===== config.mk =====
export PLATFORM = sky130hd
export DESIGN_NAME = muldiv_unit
export DESIGN_NICKNAME = d
export VERILOG_FILES = /design/src/rtl/muldiv_unit.sv
export SDC_FILE = /design/constraint.sdc
export NUM_CORES = 1
export LEC_CHECK = 0
export CAP_MARGIN = 25
export CORE_ASPECT_RATIO = 1.5
export CORE_MARGIN = 1.5
export CORE_UTILIZATION = 25
export DETAILED_ROUTE_END_ITERATION = 16
export GPL_TIMING_DRIVEN = 0
export PLACE_DENSITY_LB_ADDON = 0.08
export RECOVER_POWER = 100
export REMOVE_ABC_BUFFERS = 1
export SLEW_MARGIN = 20
export SYNTH_ARGS = -nofsm -noshare
export SYNTH_HDL_FRONTEND = slang
export SYNTH_SLANG_ARGS = --single-unit

===== constraint.sdc =====
create_clock -name clk -period 5.4 [get_ports clk]
set_input_delay 1.08 -clock clk [delete_from_list [all_inputs] [get_ports clk]]
set_output_delay 1.08 -clock clk [all_outputs]
set_load 0.05 [all_outputs]

===== src/rtl/muldiv_unit.sv =====
// muldiv_unit: iterative RV32M multiply/divide engine with start/busy/done handshake.
// Define MULDIV_FAST_MUL_EN to compute the four multiplies combinationally in one cycle.
module muldiv_unit #(
   parameter int XLEN = 32,
   parameter int ITER_CNT_W = 6
) (
   input  logic            clk,
   input  logic            rst,
   input  logic            start,
   input  logic            kill,
   input  logic [4:0]      op,
   input  logic [XLEN-1:0] a,
   input  logic [XLEN-1:0] b,
   output logic            busy,
   output logic            done,
   output logic [XLEN-1:0] result
);
   localparam logic [4:0] ALU_MUL    = 5'd16;
   localparam logic [4:0] ALU_MULH   = 5'd17;
   localparam logic [4:0] ALU_MULHSU = 5'd18;
   localparam logic [4:0] ALU_MULHU  = 5'd19;
   localparam logic [4:0] ALU_DIV    = 5'd20;
   localparam logic [4:0] ALU_DIVU   = 5'd21;
   localparam logic [4:0] ALU_REM    = 5'd22;
   localparam logic [4:0] ALU_REMU   = 5'd23;
   localparam logic [XLEN-1:0] MIN_NEG = {1'b1, {(XLEN-1){1'b0}}};

   typedef enum logic [1:0] {IDLE, RUN, DONE} state_t;
   state_t state;
   logic [4:0] op_q;
   logic [XLEN-1:0] mb, stage, hold, a_mag, b_mag, dz_res, fast_res, run_res, div_res, q, r;
   logic [2*XLEN-1:0] p, p_nx, p_div;
   logic [ITER_CNT_W-1:0] cnt;
   logic [XLEN:0] rs, diff;
   logic neg_q, rneg_q, is_m, is_div, is_rem, q_rem, sgn_a, sgn_b, a_neg, b_neg, ovf, fast;

   assign is_m   = op inside {ALU_MUL, ALU_MULH, ALU_MULHSU, ALU_MULHU, ALU_DIV, ALU_DIVU, ALU_REM, ALU_REMU};
   assign is_div = op inside {ALU_DIV, ALU_DIVU, ALU_REM, ALU_REMU};
   assign is_rem = op inside {ALU_REM, ALU_REMU};
   assign sgn_a  = op inside {ALU_MUL, ALU_MULH, ALU_MULHSU, ALU_DIV, ALU_REM};
   assign sgn_b  = op inside {ALU_MUL, ALU_MULH, ALU_DIV, ALU_REM};
   assign a_neg  = sgn_a & a[XLEN-1];
   assign b_neg  = sgn_b & b[XLEN-1];
   assign a_mag  = a_neg ? -a : a;
   assign b_mag  = b_neg ? -b : b;
   assign ovf    = op inside {ALU_DIV, ALU_REM} && a == MIN_NEG && b == '1;
   assign dz_res = b == '0 ? (is_rem ? a : '1) : (is_rem ? '0 : MIN_NEG);

`ifdef MULDIV_FAST_MUL_EN
   logic signed [2*XLEN-1:0] fm;
   assign fm       = $signed({a_neg, a}) * $signed({b_neg, b});
   assign fast     = is_div ? (b == '0 || ovf) : is_m;
   assign fast_res = is_div ? dz_res : (op == ALU_MUL ? fm[XLEN-1:0] : fm[2*XLEN-1:XLEN]);
`else
   assign fast     = is_div && (b == '0 || ovf);
   assign fast_res = dz_res;
`endif

   // restoring step: shift next dividend bit into the partial remainder, keep it if the subtract goes negative
   assign rs    = p[2*XLEN-1:XLEN-1];
   assign diff  = rs - {1'b0, mb};
   assign p_div = diff[XLEN] ? {rs[XLEN-1:0], p[XLEN-2:0], 1'b0} : {diff[XLEN-1:0], p[XLEN-2:0], 1'b1};
   assign q_rem = op_q inside {ALU_REM, ALU_REMU};
   assign q     = p_nx[XLEN-1:0];
   assign r     = p_nx[2*XLEN-1:XLEN];
   assign div_res = q_rem ? (rneg_q ? -r : r) : (neg_q ? -q : q);

`ifdef MULDIV_FAST_MUL_EN
   assign p_nx    = p_div;
   assign run_res = div_res;
`else
   logic [XLEN:0] mul_sum;
   logic [2*XLEN-1:0] prod;
   logic q_div;
   assign q_div   = op_q inside {ALU_DIV, ALU_DIVU, ALU_REM, ALU_REMU};
   assign mul_sum = {1'b0, p[2*XLEN-1:XLEN]} + (p[0] ? {1'b0, mb} : '0);
   assign p_nx    = q_div ? p_div : {mul_sum, p[XLEN-1:1]};
   assign prod    = neg_q ? -p_nx : p_nx;
   assign run_res = q_div ? div_res : (op_q == ALU_MUL ? prod[XLEN-1:0] : prod[2*XLEN-1:XLEN]);
`endif

   always_ff @(posedge clk) begin
      if (rst) begin
         state  <= IDLE;
         op_q   <= '0;
         cnt    <= '0;
         p      <= '0;
         mb     <= '0;
         neg_q  <= 1'b0;
         rneg_q <= 1'b0;
         stage  <= '0;
         hold   <= '0;
      end else begin
         case (state)
            IDLE: if (start && !kill && is_m) begin
               op_q   <= op;
               neg_q  <= a_neg ^ b_neg;
               rneg_q <= a_neg;
               cnt    <= '0;
               if (fast) begin
                  stage <= fast_res;
                  state <= DONE;
               end else begin
                  p     <= {{XLEN{1'b0}}, is_div ? a_mag : b_mag};
                  mb    <= is_div ? b_mag : a_mag;
                  state <= RUN;
               end
            end
            RUN: if (kill) state <= IDLE;
            else begin
               p   <= p_nx;
               cnt <= cnt + 1'b1;
               if (cnt == ITER_CNT_W'(XLEN-1)) begin
                  stage <= run_res;
                  state <= DONE;
               end
            end
            DONE: begin
               state <= IDLE;
               if (!kill) hold <= stage;
            end
            default: state <= IDLE;
         endcase
      end
   end

   // a kill in DONE hides the pending result and the pulse in that same cycle
   assign busy   = state != IDLE;
   assign done   = state == DONE && !kill;
   assign result = done ? stage : hold;
endmodule


==> results.cfg, run 1 <==
[run_status]
status = finished clean

[run]
drv_cap = 0

[place]
gp_congestion = 0.902
dpl_cell_area_mm2 = 0.0193
numPortBuffers = 106
hpwlAfterDp_um = 62300
dp_cells = 3322

[sta]
min_period_ns = 5.29
finalCritPeriodShare_pct = 98.0
rsz0062_at_grt = yes
finalSetupViolations = 0
slew_viol_final = 0
max_freq_ghz = 0.189
tightest_slew_ns = 1.36
finClkSkew_ns = 0.0232
slew_headroom_pct = 9.20
finalHoldViolations = 0

[clocking]
insertion_delay_ns = 0.48
htree_levels = 4
cts.sinks = 175
cts-root-buf = clkbuf_16
numCtsBuffers = 17
cts_buffer_depth = 2
postCtsHoldBufs = 0
path_clk_slew_ns = 0.08
cts_tree = built

[die]
die_h_um = 324
rows = 117
die_w_um = 217
fp.dieArea_mm2 = 0.0704
floorplan.initialDensity_pct = 25.3
core-area_mm2 = 0.0679
io_pins = 107

[global_routing]
track_usage_pct = 22.4
antenna_found_initial = 1
grt_overflow_total = 0
grt_pass1_wl_um = 118000
grt_pass1_vias = 18100
grt_max_degree = 91

[yosys]
synth-edff-count = 0
synth_largest_area_cell = dfxtp_1
async_reset_ff_share_pct = 0
synth-compound-area-share_pct = 28.4
synth_cell_type_count = 93
netlist_area_mm2 = 0.0172
yosysSeqAreaShare_pct = 20.4
synth_xor_xnor_area_share_pct = 8.36
synth_flop_cell = dfxtp_1
synth_cells = 2454
synth_mux_area_share_pct = 5.39
synthAdderAreaFrac_pct = 5.33
syn_area_per_cell_um2 = 7.00
synth_top_area_share_pct = 20.4
synth_area_leaders = dfxtp_1 20%, a21oi_1 7.1%, nand2_1 6.9%, nor2_1 5.3%, ha_1 5.1%
ys_ff_latch = 175
synth-simple-area-share_pct = 26.9
synth_top_family_by_area = compound AO/OA/AOI/OAI gates
yosys_warnings = 0

[finish]
final_cell_mix = 307 x nand2_1, 238 x a21oi_1, 238 x nor2_1
layout_commonest_cell = nand2_1
drive_gt1_share_pct = 11.1
multi_input_area_mm2 = 0.0135
fin_nets = 2637
final_area_mm2 = 0.0209
regArea_mm2 = 0.00353
area.growth.synth_to_final_pct = 21.9
final-instance-count-excl-fill = 3398
fill_cells = 7465

[setup_path]
startpoint = mb[17]$_SDFFE_PP0P_
worstPathCellList = inv_1, ha_4, nand4_1, or3_4, a211oi_4, buf_4, buf_4, o21ai_4, a211o_4, buf_12, buf_4, mux2_2, o211ai_1, buf_4, buf_4, or4_4, nor4_4, a21oi_2, xnor2_1, o221ai_2, a311oi_2
critPathMaxStageDelay_ns = 0.59
path_class = reg -> reg
timing.reg2reg.setup_slack_ns = 0.11
cpMostUsedCell = buf_4
cp-end-kind = flop
slowest_stage = or4_4
crit_buf_inv = 7
cp.arrival_ns = 5.63
critPathTopFamily = simple AND/OR/NAND/NOR gates
r2r-start = mb[17]$_SDFFE_PP0P_
start_kind = flop
crit_path_max_fanout = 13
required_ns = 5.74

[pwr]
leakagePower_uw = 0.00790
peakVddDrop_mv = 0.161
powerDensity_mw_per_mm2 = 184

[detailed_routing]
drtPass1Iterations = 6
avgRoutedWirePerCell_um = 23.5
vias_per_cell = 5.46
antenna_left = 0
routed_wl_um = 79800
route.detailed.drc = 0
num_vias = 18600
drt_iter0_markers = 1227

[worst_hold_path]
hold_class = reg -> reg
worstHoldStart = mb[2]$_SDFFE_PP0P_
==> synthesized netlist by cell type (64+ instances only) <==
master / instances
nor3_1: 85
nor2_1: 245
ha_1: 70
o21ai_0: 156
xor2_1: 76
nand3_1: 67
clkbuf_1: 127
a21oi_1: 244
nand2_1: 314
xnor2_1: 88
inv_1: 64
dfxtp_1: 175
==> state kept, by name, indices dropped and copies added, names as in the netlist <==
signal	cells
rneg_q	1
state	2
hold	32
p	64
op_q	5
stage	32
mb	32
cnt	6
neg_q	1
==> repair_timing <==
item | 4_1_cts | 5_1_grt
gates cloned | 1 | 0
pin swaps | 26 | 18
endpoints found under the setup margin | 127 | 41
setup buffers | 25 | 14
resized for setup | 87 | 53
==> worst register-to-register path, delay by kind of cell, from the launching register on <==
| kind | cells | cell delay, ns |
|---|---|---|
| AO/OA/AOI/OAI | 7 | 1.30 |
| XOR/XNOR | 1 | 0.17 |
| multiplexers | 1 | 0.26 |
| adder cells (fa/ha/maj) | 1 | 0.35 |
| AND/OR/NAND/NOR | 4 | 1.62 |
| flip-flops | 1 | 0.36 |
| buffers and inverters | 7 | 1.09 |
==> per-layer routing <==
| layer | GRT usage, % | wire length [um] |
|---|---|---|
| met5 | 0 | 0 |
| met4 | 11.0 | 3580 |
| met3 | 1.53 | 1960 |
| met2 | 41.7 | 41500 |
| met1 | 25.6 | 32700 |
==> final timing paths <==
| kind | end | depth (start not counted) |
|---|---|---|
| max | stage[18]$_SDFFE_PP0P_ | 21 |
| max reg2reg | stage[18]$_SDFFE_PP0P_ | 21 |
| min | mb[2]$_SDFFE_PP0P_ | 2 |
| min reg2reg | mb[2]$_SDFFE_PP0P_ | 2 |
==> cell type report <==
type | count | area share [%]
multi-input cells | 2051 | 64.3
flip-flops and latches | 175 | 16.8
repair buffers | 182 | 9.23
well taps | 892 | 5.33
clock buffers | 18 | 2.10
inverters | 65 | 1.18
clock inverters | 14 | 1.07
diodes | 1 | 0.0119
==> power breakdown <==
| part | total, uW | leakage, uW | internal, uW | switching, uW |
|---|---|---|---|---|
| Sequential | 1330 | 0.00142 | 1310 | 27.1 |
| Combinational | 1040 | 0.00616 | 401 | 643 |
| Clock | 1480 | 0.000316 | 842 | 635 |
| Total | 3850 | 0.00790 | 2550 | 1310 |
==> cell families after synthesis <==
logic type | Yosys count
AO/OA/AOI/OAI | 761
XOR/XNOR | 164
adder cells (fa/ha/maj) | 72
buffers and inverters | 228
flip-flops | 175
multiplexers | 88
AND/OR/NAND/NOR | 966
==> stage by stage <==
step / power [uW] / utilization (%) / setup slack (ns) / hold WS [ns] / setup TNS [ns]
4_1_cts: 3870 / 30.3 / 0.00142 / 0.480 / 0
5_1_grt: 4020 / 30.8 / -0.0132 / 0.495 / -0.0238
6_report: 3850 / 30.8 / 0.107 / 0.476 / 0
3_3_place_gp: 2230 / 27.5 / -7.01 / 0.463 / -815.50
2_1_floorplan: 1850 / - / -1.05 / 0.434 / -99.81
3_5_place_dp: 2260 / 28.5 / -2.79 / 0.467 / -121.97
Note: power is estimated with default switching activity, not from simulation.
==> inputs of run 2 (changes only) <==
==> constraint.sdc (replaced) <==
create_clock -name clk -period 5.4 [get_ports clk]
set_input_delay 1.35 -clock clk [delete_from_list [all_inputs] [get_ports clk]]
set_output_delay 1.35 -clock clk [all_outputs]
set_load 0.05 [all_outputs]
==> run 2 against run 1 <==
  * Sequential power about the same
  * Fmax about the same
  * Clock power about the same
  * Critical path depth unchanged
  * Total power increased by 0.17%
  * Wire length increased by 0.25%
  * Cell count increased by 0.26%
  * Sequential cell count unchanged
  * Clock skew increased by 0.0019 ns
  * Hold slack got worse by 0.0017 ns
  * Die area unchanged
==> results.cfg, run 2 (same netlist as run 1, synthesis figures left out) <==
[finish]
layout_commonest_cell = nand2_1
final_cell_mix = 307 x nand2_1, 238 x a21oi_1, 238 x nor2_1
area.growth.synth_to_final_pct = 22.2
regMostFlops = p
fin_nets = 2646
drive_gt1_share_pct = 12.1
largest_reg_flops = 64
final_util_pct = 30.9

[detailed_routing]
vias_per_cell = 5.47
num_vias = 18600
antenna_left = 0
avgRoutedWirePerCell_um = 23.5
route.detailed.drc = 0
routed_wl_um = 80000
drt_iter0_markers = 1244
drtPass1Iterations = 5

[global_routing]
grt_overflow_total = 0
grt_pass1_wl_um = 118000
antenna_found_initial = 1
grt_max_degree = 91
track_usage_pct = 22.4
grt_pass1_vias = 18100

[die]
floorplan.initialDensity_pct = 25.3
core-area_mm2 = 0.0679
rows = 117
die_h_um = 324
die_w_um = 217
fp.dieArea_mm2 = 0.0704
io_pins = 107

[clocking]
cts-root-buf = clkbuf_16
cts.sinks = 175
numCtsBuffers = 17
cts_buffer_depth = 2
path_clk_slew_ns = 0.09
insertion_delay_ns = 0.49
htree_levels = 4
postCtsHoldBufs = 0
cts_tree = built

[place]
numPortBuffers = 106
hpwlAfterDp_um = 62300
gp_congestion = 0.902

[setup_path]
cp.arrival_ns = 5.63
start_kind = flop
crit_buf_inv = 7
crit_path_max_fanout = 12
path_class = reg -> reg
critPathTopFamily = simple AND/OR/NAND/NOR gates
cpMostUsedCell = buf_4
worstPathCellList = inv_1, ha_1, nand4_1, or3_4, a211oi_4, buf_4, buf_4, o21ai_4, a211o_4, buf_12, buf_4, mux2_2, o211ai_1, buf_4, buf_4, or4_4, nor4_4, a21oi_2, xnor2_1, o221ai_2, a311oi_2
cp-end-kind = flop
required_ns = 5.74
critPathMaxStageDelay_ns = 0.59
timing.reg2reg.setup_slack_ns = 0.11
slowest_stage = or4_4

[pwr]
powerDensity_mw_per_mm2 = 184
peakVddDrop_mv = 0.161
power_uw = 3860
leakagePower_uw = 0.00787

[sta]
max_freq_ghz = 0.189
slew_headroom_pct = 22.6
finalSetupViolations = 0
finalCritPeriodShare_pct = 98.1
holdWs_ns = 0.474
min_period_ns = 5.29
slew_viol_final = 0
tightest_slew_ns = 1.16
finClkSkew_ns = 0.0250
finalHoldViolations = 0

[run_status]
status = finished clean

[worst_hold_path]
hold_class = reg -> reg

[run]
drv_cap = 0
run 2: cell count changes in the layout (fill, tap and decap cells not counted), sizes merged:
cell           delta
buf              +11
clkbuf            +6
clkdlybuf4s50     +8
dlygate4sd3      -16
run 2: final cells by class:
class,instances,area (um2)
clock buffer,18,439
fill,7466,46900
clock inverter,14,224
inverter,65,246
tap,892,1120
antenna,1,2.50
timing repair buffer,191,1960
multi-input combinational,2051,13500
sequential,175,3530
run 2: path summary, 6_finish.rpt:
path                        from                     end  cells past startpoint
max reg2reg  mb[11]$_SDFFE_PP0P_  stage[18]$_SDFFE_PP0P_                     21
min          mb[29]$_SDFFE_PP0P_     mb[29]$_SDFFE_PP0P_                      2
max          mb[11]$_SDFFE_PP0P_  stage[18]$_SDFFE_PP0P_                     21
min reg2reg  mb[29]$_SDFFE_PP0P_     mb[29]$_SDFFE_PP0P_                      2
run 2: repair_timing:
item / 4_1_cts / 5_1_grt
cloned: 1 / 0
resized for setup: 91 / 67
setup endpoints to repair: 130 / 46
pin swaps: 28 / 26
buffers inserted: 27 / 21
run 2: where the power goes:
part,switching (uW),total (uW),internal (uW)
Sequential,27.4,1330,1310
Combinational,647,1050,402
Clock,637,1480,842
Total,1310,3860,2550
run 2: worst register-to-register path, cell delays in order (launching register included):
cell,delay [ns]
dfxtp_1,0.38
inv_1,0.07
ha_1,0.41
nand4_1,0.18
or3_4,0.38
a211oi_4,0.15
buf_4,0.17
buf_4,0.16
o21ai_4,0.09
a211o_4,0.37
buf_12,0.13
buf_4,0.20
mux2_2,0.26
o211ai_1,0.08
buf_4,0.18
buf_4,0.16
or4_4,0.59
nor4_4,0.39
a21oi_2,0.10
xnor2_1,0.17
o221ai_2,0.35
a311oi_2,0.16
run 2: stage by stage:
step           setup TNS, ns  setup slack (ns)  cells  area (um2)
6_report                   0             0.105   3407       21000
5_1_grt              -0.0627           -0.0608   3406       21000
4_1_cts                    0           0.00142   3382       20600
3_5_place_dp         -152.86             -2.79   3322       19300
3_3_place_gp         -870.93             -7.01   3289       18700
2_1_floorplan        -143.00             -1.54   2291       16500
run 2: per-layer routing:
| layer | vias to the layer above | routed length (um) | global-route usage (%) |
|---|---|---|---|
| met1 | 9059 | 32800 | 25.6 |
| met4 | 0 | 3580 | 11.0 |
| met5 | - | 0 | 0 |
| li1 | 9014 | - | - |
| met3 | 134 | 1900 | 1.50 |
| met2 | 422 | 41600 | 41.8 |
==> inputs of run 3 (changes only) <==
--- a/config.mk
+++ b/config.mk
@@ -6,7 +6,7 @@
 export NUM_CORES = 1
 export LEC_CHECK = 0
 export CAP_MARGIN = 25
-export CORE_ASPECT_RATIO = 1.5
+export CORE_ASPECT_RATIO = 1.25
 export CORE_MARGIN = 1.5
 export CORE_UTILIZATION = 25
 export DETAILED_ROUTE_END_ITERATION = 16
@@ -14,6 +14,7 @@
 export PLACE_DENSITY_LB_ADDON = 0.08
 export RECOVER_POWER = 100
 export REMOVE_ABC_BUFFERS = 1
+export SKIP_CTS_REPAIR_TIMING = 1
 export SLEW_MARGIN = 20
 export SYNTH_ARGS = -nofsm -noshare
 export SYNTH_HDL_FRONTEND = slang
==> run 3 against run 2 <==
  * Via count down 0.56%
  * Register-to-register slack about the same
  * Fmax down 0.45%
  * Largest cell class unchanged
  * Critical path depth down 14
==> results.cfg, run 3 (same netlist as run 1, synthesis figures left out) <==
[run_status]
status = finished clean

[die]
floorplan.initialDensity_pct = 25.2
io_pins = 107
core-area_mm2 = 0.0681
fp.dieArea_mm2 = 0.0704
die_w_um = 238
rows = 107
die_h_um = 296

[pwr]
p_clk_share_pct = 36.4
power_frac_comb_pct = 27.2
switching_power_uw = 1280
leakagePower_uw = 0.00773
peakVddDrop_mv = 0.232
powerDensity_mw_per_mm2 = 176
sequentialPowerShare_pct = 36.4
switching_share_pct = 35.1
internal_power_uw = 2370

[global_routing]
track_usage_pct = 21.9
grt_max_degree = 91
grt_overflow_total = 0
grt_pass1_wl_um = 116000
antenna_found_initial = 0
grt_pass1_vias = 17800

[detailed_routing]
route.detailed.drc = 0
drtPass1Iterations = 5
drt_iter0_markers = 1274
avgRoutedWirePerCell_um = 23.4
routed_wl_um = 78900
antenna_left = 0
num_vias = 18500
vias_per_cell = 5.50

[finish]
fill_cells = 7397
largest_reg_flops = 64
regMostFlops = p
layout_commonest_cell = nand2_1
drive_gt1_share_pct = 10.5
area.growth.synth_to_final_pct = 20.7
final_area_mm2 = 0.0208
final_util_pct = 30.5
final_cell_mix = 308 x nand2_1, 240 x nor2_1, 237 x a21oi_1
diodes = 0
fin_nets = 2630

[clocking]
htree_levels = 4
cts-root-buf = clkbuf_16
cts.sinks = 175
numCtsBuffers = 17
path_clk_slew_ns = 0.07
cts_tree = built
cts_buffer_depth = 2
insertion_delay_ns = 0.49

[setup_path]
worstPathCellList = dlygate4sd3_1, nor3b_4, buf_6, buf_4, buf_4, mux2_1, clkdlybuf4s50_1
slowest_stage = clkdlybuf4s50_1
cp.arrival_ns = 3.97
start_kind = input port
critPathTopFamily = buffers and inverters
critPathMaxStageDelay_ns = 0.71
r2r-start = mb[16]$_SDFFE_PP0P_
cpMostUsedCell = buf_4
required_ns = 4.05
path_class = in -> out
cp-end-kind = output port
crit_buf_inv = 5
startpoint = kill
crit_path_max_fanout = 10

[worst_hold_path]
worstHoldStart = mb[4]$_SDFFE_PP0P_
hold_class = reg -> reg

[sta]
slew_headroom_pct = 15.5
max_freq_ghz = 0.188
finalCritPeriodShare_pct = 98.5
finClkSkew_ns = 0.0162
tns_ns = 0
slew_viol_final = 0
finalSetupViolations = 0
rsz0062_at_grt = yes
min_period_ns = 5.32
finalHoldViolations = 0
fin_ws_ns = 0.0811
holdWs_ns = 0.477
tightest_slew_ns = 1.26

[place]
hpwlAfterDp_um = 61900
numPortBuffers = 106
place_ws_ns = -2.48
dpl_cell_area_mm2 = 0.0193
gp_congestion = 0.883

[run]
drv_cap = 0
==> run 3: cell types whose count changed in the layout (fill, tap and decap cells not counted), sizes merged <==
cell,change
a21oi,+1
buf,-16
bufbuf,-1
bufinv,-3
clkbuf,-8
clkdlybuf4s50,+16
clkinv,+1
diode,-1
dlygate4sd3,-8
inv,+1
==> run 3: final timing paths <==
kind              cells past startpoint                     end  slack, ns
setup reg to reg                     26  stage[12]$_SDFFE_PP0P_       0.10
hold / removal                        2      mb[4]$_SDFFE_PP0P_       0.48
setup / recovery                      7              result[13]       0.08
hold reg to reg                       2      mb[4]$_SDFFE_PP0P_       0.48
==> run 3: layout make-up <==
| class | count | area, um2 | area share [%] |
|---|---|---|---|
| tap | 872 | 1090 | 5.26 |
| inverter | 65 | 249 | 1.20 |
| multi-input combinational | 2052 | 13400 | 64.7 |
| clock inverter | 13 | 153 | 0.736 |
| clock buffer | 18 | 429 | 2.07 |
| timing repair buffer | 174 | 1870 | 9.00 |
| sequential | 175 | 3530 | 17.0 |
==> run 3: metrics by stage <==
step / cells / total power [uW]
after floorplan: 2291 / 1850
after global placement: 3269 / 2220
after detailed placement: 3304 / 2250
after CTS: 3335 / 3610
after global routing: 3369 / 3820
final: 3369 / 3660
==> run 3: layer usage <==
layer	wire length, um	track usage, %	vias to the layer above
met5	0	0	-
met4	2300	7.02	0
met3	2660	2.37	85
met2	39200	39.2	403
met1	34700	27.2	9042
li1	-	-	8995
==> run 3: worst min-delay path, cell delays in order, from the launching register on <==
cell and delay, ns:
dfxtp_1 0.32, nand2_1 0.06, a21oi_1 0.05
==> run 3: power groups by stage <==
| stage | Sequential [uW] | Clock [uW] | Combinational [uW] |
|---|---|---|---|
| 6_report | 1330 | 1330 | 996 |
| 5_1_grt | 1330 | 1410 | 1070 |
| 4_1_cts | 1330 | 1380 | 896 |
| 3_5_place_dp | 1360 | 0 | 891 |
| 3_3_place_gp | 1370 | 0 | 853 |
| 2_1_floorplan | 1350 | 0 | 498 |
